$ cat src/rtl/tt_cpu_pkg.sv
`default_nettype none
// Shared definitions for the 6-bit microcoded CPU: bus widths, opcodes and the
// built-in default program that the program memory restores on reset.
package tt_cpu_pkg;

  localparam int AW    = 6;
  localparam int DW    = 6;
  localparam int DEPTH = 1 << AW;

  localparam logic [DW-1:0] OP_ADD  = 6'd1;
  localparam logic [DW-1:0] OP_SWAP = 6'd2;
  localparam logic [DW-1:0] OP_LDC  = 6'd3;
  localparam logic [DW-1:0] OP_STC  = 6'd4;
  localparam logic [DW-1:0] OP_JMP  = 6'd5;
  localparam logic [DW-1:0] OP_JZ   = 6'd6;
  localparam logic [DW-1:0] OP_LDI  = 6'd7;
  localparam logic [DW-1:0] OP_INC  = 6'd8;
  localparam logic [DW-1:0] OP_NOT  = 6'd9;
  localparam logic [DW-1:0] OP_OUT  = 6'd16;

  // Mixed opcode/operand stream; plain literals are operand words.
  localparam logic [DW-1:0] DEFAULT_PROG [DEPTH] = '{
    0:  OP_ADD,
    1:  OP_SWAP,
    2:  OP_OUT,
    3:  OP_JZ,
    4:  6'd0,
    5:  OP_LDI,
    6:  6'd63,
    7:  OP_STC,
    8:  6'd1,
    9:  OP_LDC,
    10: OP_NOT,
    11: OP_INC,
    12: OP_JMP,
    13: 6'd7,
    default: 6'd0
  };

  function automatic logic [DW-1:0] default_word(input logic [AW-1:0] addr);
    return DEFAULT_PROG[addr];
  endfunction

endpackage : tt_cpu_pkg
`default_nettype wire

$ cat src/rtl/prog_mem_regs.sv
`default_nettype none
// 64x6 program storage: resets to the default program, one synchronous write
// port and one asynchronous read port.
module prog_mem_regs
  import tt_cpu_pkg::*;
#(
  parameter int DEPTH = 64,
  parameter int AW    = 6,
  parameter int DW    = 6
) (
  input  logic          clk,
  input  logic          reset,
  input  logic          we,
  input  logic [AW-1:0] waddr,
  input  logic [DW-1:0] wdata,
  input  logic [AW-1:0] raddr,
  output logic [DW-1:0] rdata
);

  logic [DW-1:0] mem [DEPTH];

  always_ff @(posedge clk) begin
    if (reset) begin
      for (int i = 0; i < DEPTH; i++) begin
        mem[i] <= DW'(default_word(tt_cpu_pkg::AW'(i)));
      end
    end else if (we) begin
      mem[waddr] <= wdata;
    end
  end

  assign rdata = mem[raddr];

endmodule : prog_mem_regs
`default_nettype wire

$ cat src/rtl/prog_mem_loader.sv
`default_nettype none
// Program memory for the 6-bit CPU with a valid/ready host load port; the CPU is
// held in reset (cpu_hold) while a new program is streamed in.
module prog_mem_loader
  import tt_cpu_pkg::*;
#(
  parameter int DEPTH = 64,
  parameter int AW    = 6,
  parameter int DW    = 6
) (
  input  logic          clk,
  input  logic          reset,
  input  logic [AW-1:0] cpu_addr,
  output logic [DW-1:0] cpu_data,
  output logic          cpu_hold,
  input  logic          load_req,
  input  logic          load_valid,
  input  logic [DW-1:0] load_data,
  output logic          load_ready,
  output logic          load_done,
  output logic [AW:0]   load_count
);

  localparam int CW = AW + 1;

  typedef enum logic [1:0] {
    ST_IDLE = 2'd0,
    ST_LOAD = 2'd1,
    ST_DONE = 2'd2
  } state_t;

  state_t        state;
  state_t        state_next;
  logic          req_prev;
  logic [CW-1:0] count;
  logic          start;
  logic          accept;
  logic          last_word;
  logic [DW-1:0] rdata;

  // req_prev resets high so a request already asserted at reset release is
  // not mistaken for a rising edge.
  always_ff @(posedge clk) begin
    if (reset) begin
      state    <= ST_IDLE;
      req_prev <= 1'b1;
      count    <= '0;
    end else begin
      state    <= state_next;
      req_prev <= load_req;
      if (start) begin
        count <= '0;
      end else if (accept) begin
        count <= count + 1'b1;
      end
    end
  end

  assign accept    = load_valid & load_ready;
  assign last_word = accept && (count == CW'(DEPTH - 1));

  always_comb begin
    state_next = state;
    load_ready = 1'b0;
    cpu_hold   = 1'b0;
    load_done  = 1'b0;
    start      = 1'b0;
    unique case (state)
      ST_IDLE: begin
        if (load_req && !req_prev) begin
          start      = 1'b1;
          state_next = ST_LOAD;
        end
      end
      ST_LOAD: begin
        load_ready = 1'b1;
        cpu_hold   = 1'b1;
        // A word arriving with load_req low is still written before exiting.
        if (last_word || !load_req) begin
          state_next = ST_DONE;
        end
      end
      ST_DONE: begin
        cpu_hold   = 1'b1;
        load_done  = 1'b1;
        state_next = ST_IDLE;
      end
      default: begin
        state_next = ST_IDLE;
      end
    endcase
  end

  prog_mem_regs #(
    .DEPTH (DEPTH),
    .AW    (AW),
    .DW    (DW)
  ) u_regs (
    .clk   (clk),
    .reset (reset),
    .we    (accept),
    .waddr (count[AW-1:0]),
    .wdata (load_data),
    .raddr (cpu_addr),
    .rdata (rdata)
  );

  assign cpu_data   = cpu_hold ? '0 : rdata;
  assign load_count = count;

endmodule : prog_mem_loader
`default_nettype wire
$ cat config.mk
export PLATFORM = sky130hd
export DESIGN_NAME = prog_mem_loader
export DESIGN_NICKNAME = d
export VERILOG_FILES = /design/src/rtl/tt_cpu_pkg.sv /design/src/rtl/prog_mem_regs.sv /design/src/rtl/prog_mem_loader.sv
export SDC_FILE = /design/constraint.sdc
export NUM_CORES = 1
export LEC_CHECK = 0
export ABC_AREA = 1
export CAP_MARGIN = 30
export CORE_UTILIZATION = 45
export CTS_CLUSTER_SIZE = 12
export DETAILED_ROUTE_END_ITERATION = 7
export PLACE_DENSITY_LB_ADDON = 0.1
export SYNTH_ARGS = -nofsm -noshare
export SYNTH_HDL_FRONTEND = slang
export SYNTH_SLANG_ARGS = --single-unit
export TNS_END_PERCENT = 5
$ cat constraint.sdc
create_clock -name clk -period 2.7 [get_ports clk]
set_input_delay 0.54 -clock clk [delete_from_list [all_inputs] [get_ports clk]]
set_output_delay 0.54 -clock clk [all_outputs]
set_load 0.005 [all_outputs]
==> flow_summary.ini <==
[drt]
drt-total-wl_um = 55150
drtIter0Drc = 1650
final_antenna_net_count = 0
drt-vias-per-instance = 5.517
wl_per_cell_um = 21.14
num_vias = 14394
first_pass_iters = 6
drcViolationCount = 0

[synth]
post_synth_num_cell_types = 26
syn-num-nets = 1985
avgSynthCellArea_um2 = 9.341
ys_seq_area_frac = 0.6394
yosysTopAreaCell = edfxtp_1
synth_top_area_frac = 0.6285
synth_seq_cells = 394
synthesis.instances = 1964
ys_warn_count = 0
netlist_area_um2 = 18350
synth_area_leaders = edfxtp_1 (63%), nand2_1 (13%), nand3_1 (9.0%)

[worst_setup_path]
r2r_cells = 9
start_kind = primary input
rr_startpoint = state[1]$_SDFFE_PP0P_
timing.rr.end = u_regs.mem[59][4]$_SDFFCE_PN0P_
required_ns = 2.16
path_max_fanout = 18
crit_type = in -> out
end_kind = output port
arrival_ns = 2.16
worst-r2r-setup-slack_ns = 0.41

[layout]
final_nets = 2079
fill_cells = 3644
syn2layout_area_growth_pct = 18.75
antenna_cells = 0
drive_above_1_share = 0.1214

[clock_tree]
cts_htree_levels = 2
clock_sinks = 394
clk_pin_slew_worst_paths_ns = 0.06
numCtsBuffers = 44
cts_tree = yes
clkLatencyLatePin_ns = 0.57
cts-root-buf = clkbuf_16
cts.path.max_buffers = 3
hold_buffers = 0

[floorplanning]
die_h_um = 203.9
initial_core_util = 0.4586
core_area_um2 = 40010
die_w_um = 203.9
io_pins = 32
die_area_um2 = 41580
num_rows = 73

[placement]
portBuffers = 31
pre_cts_ws_ns = -0.4833
place.detailed.hpwl_um = 34410
finalWeightedCongestion = 0.9353

[sta]
timing.final.crit_share = 0.9988
slew-limit-headroom = 0.5619
hold_viol_final = 0
fin_ws_ns = 0.003174
finalClockSkew_ns = 0.01657
setup_viol = 0
min_period_ns = 2.697
rsz0062_at_grt = yes
max_freq_ghz = 0.3708
tightest_slew_ns = 0.6548
finalSetupTns_ns = 0
drv_slew = 0

[status]
status = complete, no violations

[power]
cellLeakagePower_nw = 8.645
ir_drop_v = 0.0004587
p_per_area_nw_per_um2 = 647.6

[global_routing]
grt_max_degree = 65
grt.overflow.total = 0
grt_pass1_wl_um = 80600
antenna_found_initial = 0
grt_pass1_vias = 13687
grt_util_all_layers = 0.2606

[run]
drv_cap = 0

[hold_path]
hold_depth = 2
hold_path_class = reg -> reg
min_from = load_count[6]$_SDFFE_PP0P_
min_to = load_count[6]$_SDFFE_PP0P_
-- metrics by stage --
stage | total power (W) | hold WS, ns | cell area, um^2 | utilization | std cells
6_report | 0.01411 | 0.4787 | 21790 | 0.5446 | 2609
5_1_grt | 0.01452 | 0.5212 | 21790 | 0.5446 | 2609
4_1_cts | 0.01411 | 0.4841 | 21370 | 0.5342 | 2595
3_5_place_dp | 0.008666 | 0.4709 | 19980 | 0.4995 | 2520
3_3_place_gp | 0.008654 | 0.4631 | 19980 | 0.4995 | 2520
2_1_floorplan | 0.007976 | 0.4636 | 18350 | - | 1964
-- metal layers --
metal / wire length (um) / track usage / up-vias / part of all wire
met4: 1722 / 0.1002 / 0 / 0.031
met1: 23590 / 0.3686 / 6911 / 0.43
met5: 0 / 0 / - / 0
li1: - / - / 6721 / -
met2: 25040 / 0.4103 / 664 / 0.45
met3: 4791 / 0.03173 / 98 / 0.087
-- Yosys cell counts --
cell	count
nand2_1	640
edfxtp_1	384
nor2_1	382
nand3_1	331
clkbuf_1	58
inv_1	36
buf_2	34
buf_4	25
a21oi_1	14
dfxtp_1	10
inv_2	10
nand2_2	7
buf_1	6
ha_1	5
nor2_2	4
nor3_1	4
nor3_2	3
o21ai_0	3
buf_6	1
nand3b_1	1
nor2_4	1
nor2_8	1
nor3_4	1
nor3b_1	1
o21ai_1	1
or2_2	1
-- registers in the layout, indices dropped and copies added, names as in the netlist --
register	flops
state	2
u_regs.mem	384
load_count	7
req_prev	1
-- worst max path at each step --
stage / startpoint / to / slack, ns / depth (start not counted)
after floorplan: cpu_addr[1] / cpu_data[1] / 0.62 / 11
after global placement: cpu_addr[3] / cpu_data[5] / -0.51 / 8
after detailed placement: cpu_addr[3] / cpu_data[5] / -0.48 / 8
after CTS: cpu_addr[0] / cpu_data[2] / -0.04 / 12
after global routing: cpu_addr[0] / cpu_data[1] / -0.01 / 13
final: cpu_addr[0] / cpu_data[1] / 0.003 / 11
-- worst max-delay path: stages --
cell	delay, ns
clkbuf_16	0.19
clkbuf_16	0.22
nand2_1	0.08
nand3_1	0.12
nand3_1	0.11
nand2_1	0.08
nand2_1	0.06
nand3_1	0.13
nand3_1	0.13
a21oi_2	0.22
dlygate4sd2_1	0.26
-- kinds of logic after synthesis --
group,after synthesis,share of synthesized area
buf+inv,170,0.04262
compound gates,18,0.004910
flops,394,0.6394
fa+ha+maj,5,0.003410
simple gates,1377,0.3096
-- layout make-up --
type	count	area, um^2	share of cell area
flip-flops and latches	394	11730	0.5385
multi-input cells	1400	5901	0.2708
repair buffers	170	1988	0.09126
clock buffers	56	1187	0.05450
well taps	525	656.9	0.03015
inverters	46	209.0	0.009591
clock inverters	16	75.07	0.003446
repair inverters	2	37.54	0.001723
-- placed cells by master, fill, tap and decap left out, types with 5 or more instances in the layout --
master           netlist  routed
nand3_1              331     326
inv_2                 10       9
nand3_2                0       5
buf_4                 25      92
nand2_2                7      14
clkbuf_16              0      55
nor2_1               382     382
dfxtp_1               10      10
clkinv_1               0       7
clkbuf_1              58       9
inv_1                 36      33
nand2_1              640     633
a21oi_1               14       8
clkinv_2               0       8
buf_16                 0       6
buf_12                 0      26
edfxtp_1             384     384
clkdlybuf4s50_1        0      20
a21oi_2                0       6
-- repair_timing --
| action | 4_1_cts | 5_1_grt |
|---|---|---|
| setup endpoints to repair | 6 | 6 |
| buffers inserted | 1 | 2 |
| endpoints found under the hold margin | 0 | 0 |
| pin swaps | 6 | 7 |
| gates cloned | 2 | 12 |
| resized for setup | 27 | 39 |
-- where the power goes --
part           total [W]  switching (W)  leakage, nW  internal, W
logic            0.00159        0.00105         4.29     0.000546
clock network    0.00544        0.00237        0.626      0.00308
registers        0.00707       0.000104         3.73      0.00697
total             0.0141        0.00352         8.64       0.0106
(Power assumes the default switching activity.)
==> RTL change: new RTL, config.mk and constraints unchanged <==
`DEPTH` is set to 64 in 2 places; all go to 128.
--- a/src/rtl/prog_mem_regs.sv
+++ b/src/rtl/prog_mem_regs.sv
@@ -5,5 +5,5 @@
   import tt_cpu_pkg::*;
 #(
-  parameter int DEPTH = 64,
+  parameter int DEPTH = 128,
   parameter int AW    = 6,
   parameter int DW    = 6
--- a/src/rtl/prog_mem_loader.sv
+++ b/src/rtl/prog_mem_loader.sv
@@ -5,5 +5,5 @@
   import tt_cpu_pkg::*;
 #(
-  parameter int DEPTH = 64,
+  parameter int DEPTH = 128,
   parameter int AW    = 6,
   parameter int DW    = 6
Function: not settled (the Yosys comparison gave no result); the edit may change what the design does.
==> RTL change against the unedited design <==
The run now ends with negative setup slack left; synthesized area down 0.53%; final area up 5.6%; combinational power up 20%; power up 4.2%; clock skew up 7.8 ps; non-clock buffer count up 48; core utilization up 3.3 points; via count up 2.0%; sequential cell count unchanged; hold slack better by 36 ps; worst setup slack worse by 78 ps; wire length up 2.4%; critical path type unchanged; largest cell class unchanged; highest routed layer unchanged.
==> RTL change: results (changes against the unedited design) <==
Run status
Status: complete, but fails checks (was complete, no violations). The checks that failed: negative setup slack.

Layout
The number of multi-input logic gates was 1392 (was 1400). The share of final layout cell area taken by non-clock buffers is 12.2% (was 9.13%). The non-filler instance count after layout is 2654 (was 2609). The sequential share of cell area is 51.0% (was 53.8%). The sequential cell count of the final layout is 394 (unchanged).

The clock network area share came to 5.83% (was 5.79%). The count of fill cells added during filler insertion was 3493 (was 3644). The proportion of layout cells with a drive suffix above 1 was 18.2% (was 12.1%).

Critical path
The last element of the critical path was cpu_data[4] (was cpu_data[1]). The highest net fanout along the worst path is 7 (was 18). The data arrival time of the critical path came to 2240 ps (was 2160 ps). The endpoint of the lowest-slack register-to-register path was u_regs.mem[15][0]$_SDFFCE_PN0P_ (was u_regs.mem[59][4]$_SDFFCE_PN0P_).

Synth
The net count after synthesis is 1976 (was 1985). Synth area leaders: sky130_fd_sc_hd__edfxtp_1, sky130_fd_sc_hd__nand2_1, sky130_fd_sc_hd__nand3_1 (unchanged). Top cells by instance count after synthesis: sky130_fd_sc_hd__nand2_1, sky130_fd_sc_hd__edfxtp_1, sky130_fd_sc_hd__nor2_1, sky130_fd_sc_hd__nand3_1, sky130_fd_sc_hd__clkbuf_1 (unchanged).

Pwr
The leakage power is 9.16 nW (was 8.64 nW). The largest vdd supply drop is 0.000529 V (was 0.000459 V).

Global routing
The via count of the first global-routing pass is 14.3k (was 13.7k). The met1 global-route usage was 38.7% (was 36.9%). The global router's overall resource usage came to 27.8% (was 26.1%).

STA
The post-route worst hold slack is 515 ps (was 479 ps). The final count of negative-setup-slack endpoints came to 6 (was 0). The worst setup skew after layout was 24.3 ps (was 16.6 ps). The worst path setup slack after routing came to -75.0 ps (was 3.17 ps).

Drt
The total via count in the routed design is 14.7k (was 14.4k). The routed length on met3 is 4.43 mm (was 4.79 mm). The length of routed met2 wiring was 26.2 mm (was 25.0 mm).

Worst hold path
The worst min-delay path startpoint is state[0]$_SDFFE_PP0P_ (was load_count[6]$_SDFFE_PP0P_).

CTS
The post-CTS resize count came to 125 (was 27).
RTL change: cell count changes in the layout (fill, tap and decap cells not counted), moves of 5 or more:
| cell | unedited run | this run |
|---|---|---|
| sky130_fd_sc_hd__nand3_2 | 5 | 61 |
| sky130_fd_sc_hd__buf_12 | 26 | 48 |
| sky130_fd_sc_hd__buf_6 | 4 | 11 |
| sky130_fd_sc_hd__nand2_2 | 14 | 33 |
| sky130_fd_sc_hd__buf_16 | 6 | 15 |
| sky130_fd_sc_hd__nand2_1 | 633 | 605 |
| sky130_fd_sc_hd__clkbuf_16 | 55 | 47 |
| sky130_fd_sc_hd__bufbuf_16 | 0 | 5 |
| sky130_fd_sc_hd__buf_4 | 92 | 107 |
| sky130_fd_sc_hd__nor2_1 | 382 | 373 |
| sky130_fd_sc_hd__nand3_1 | 326 | 270 |
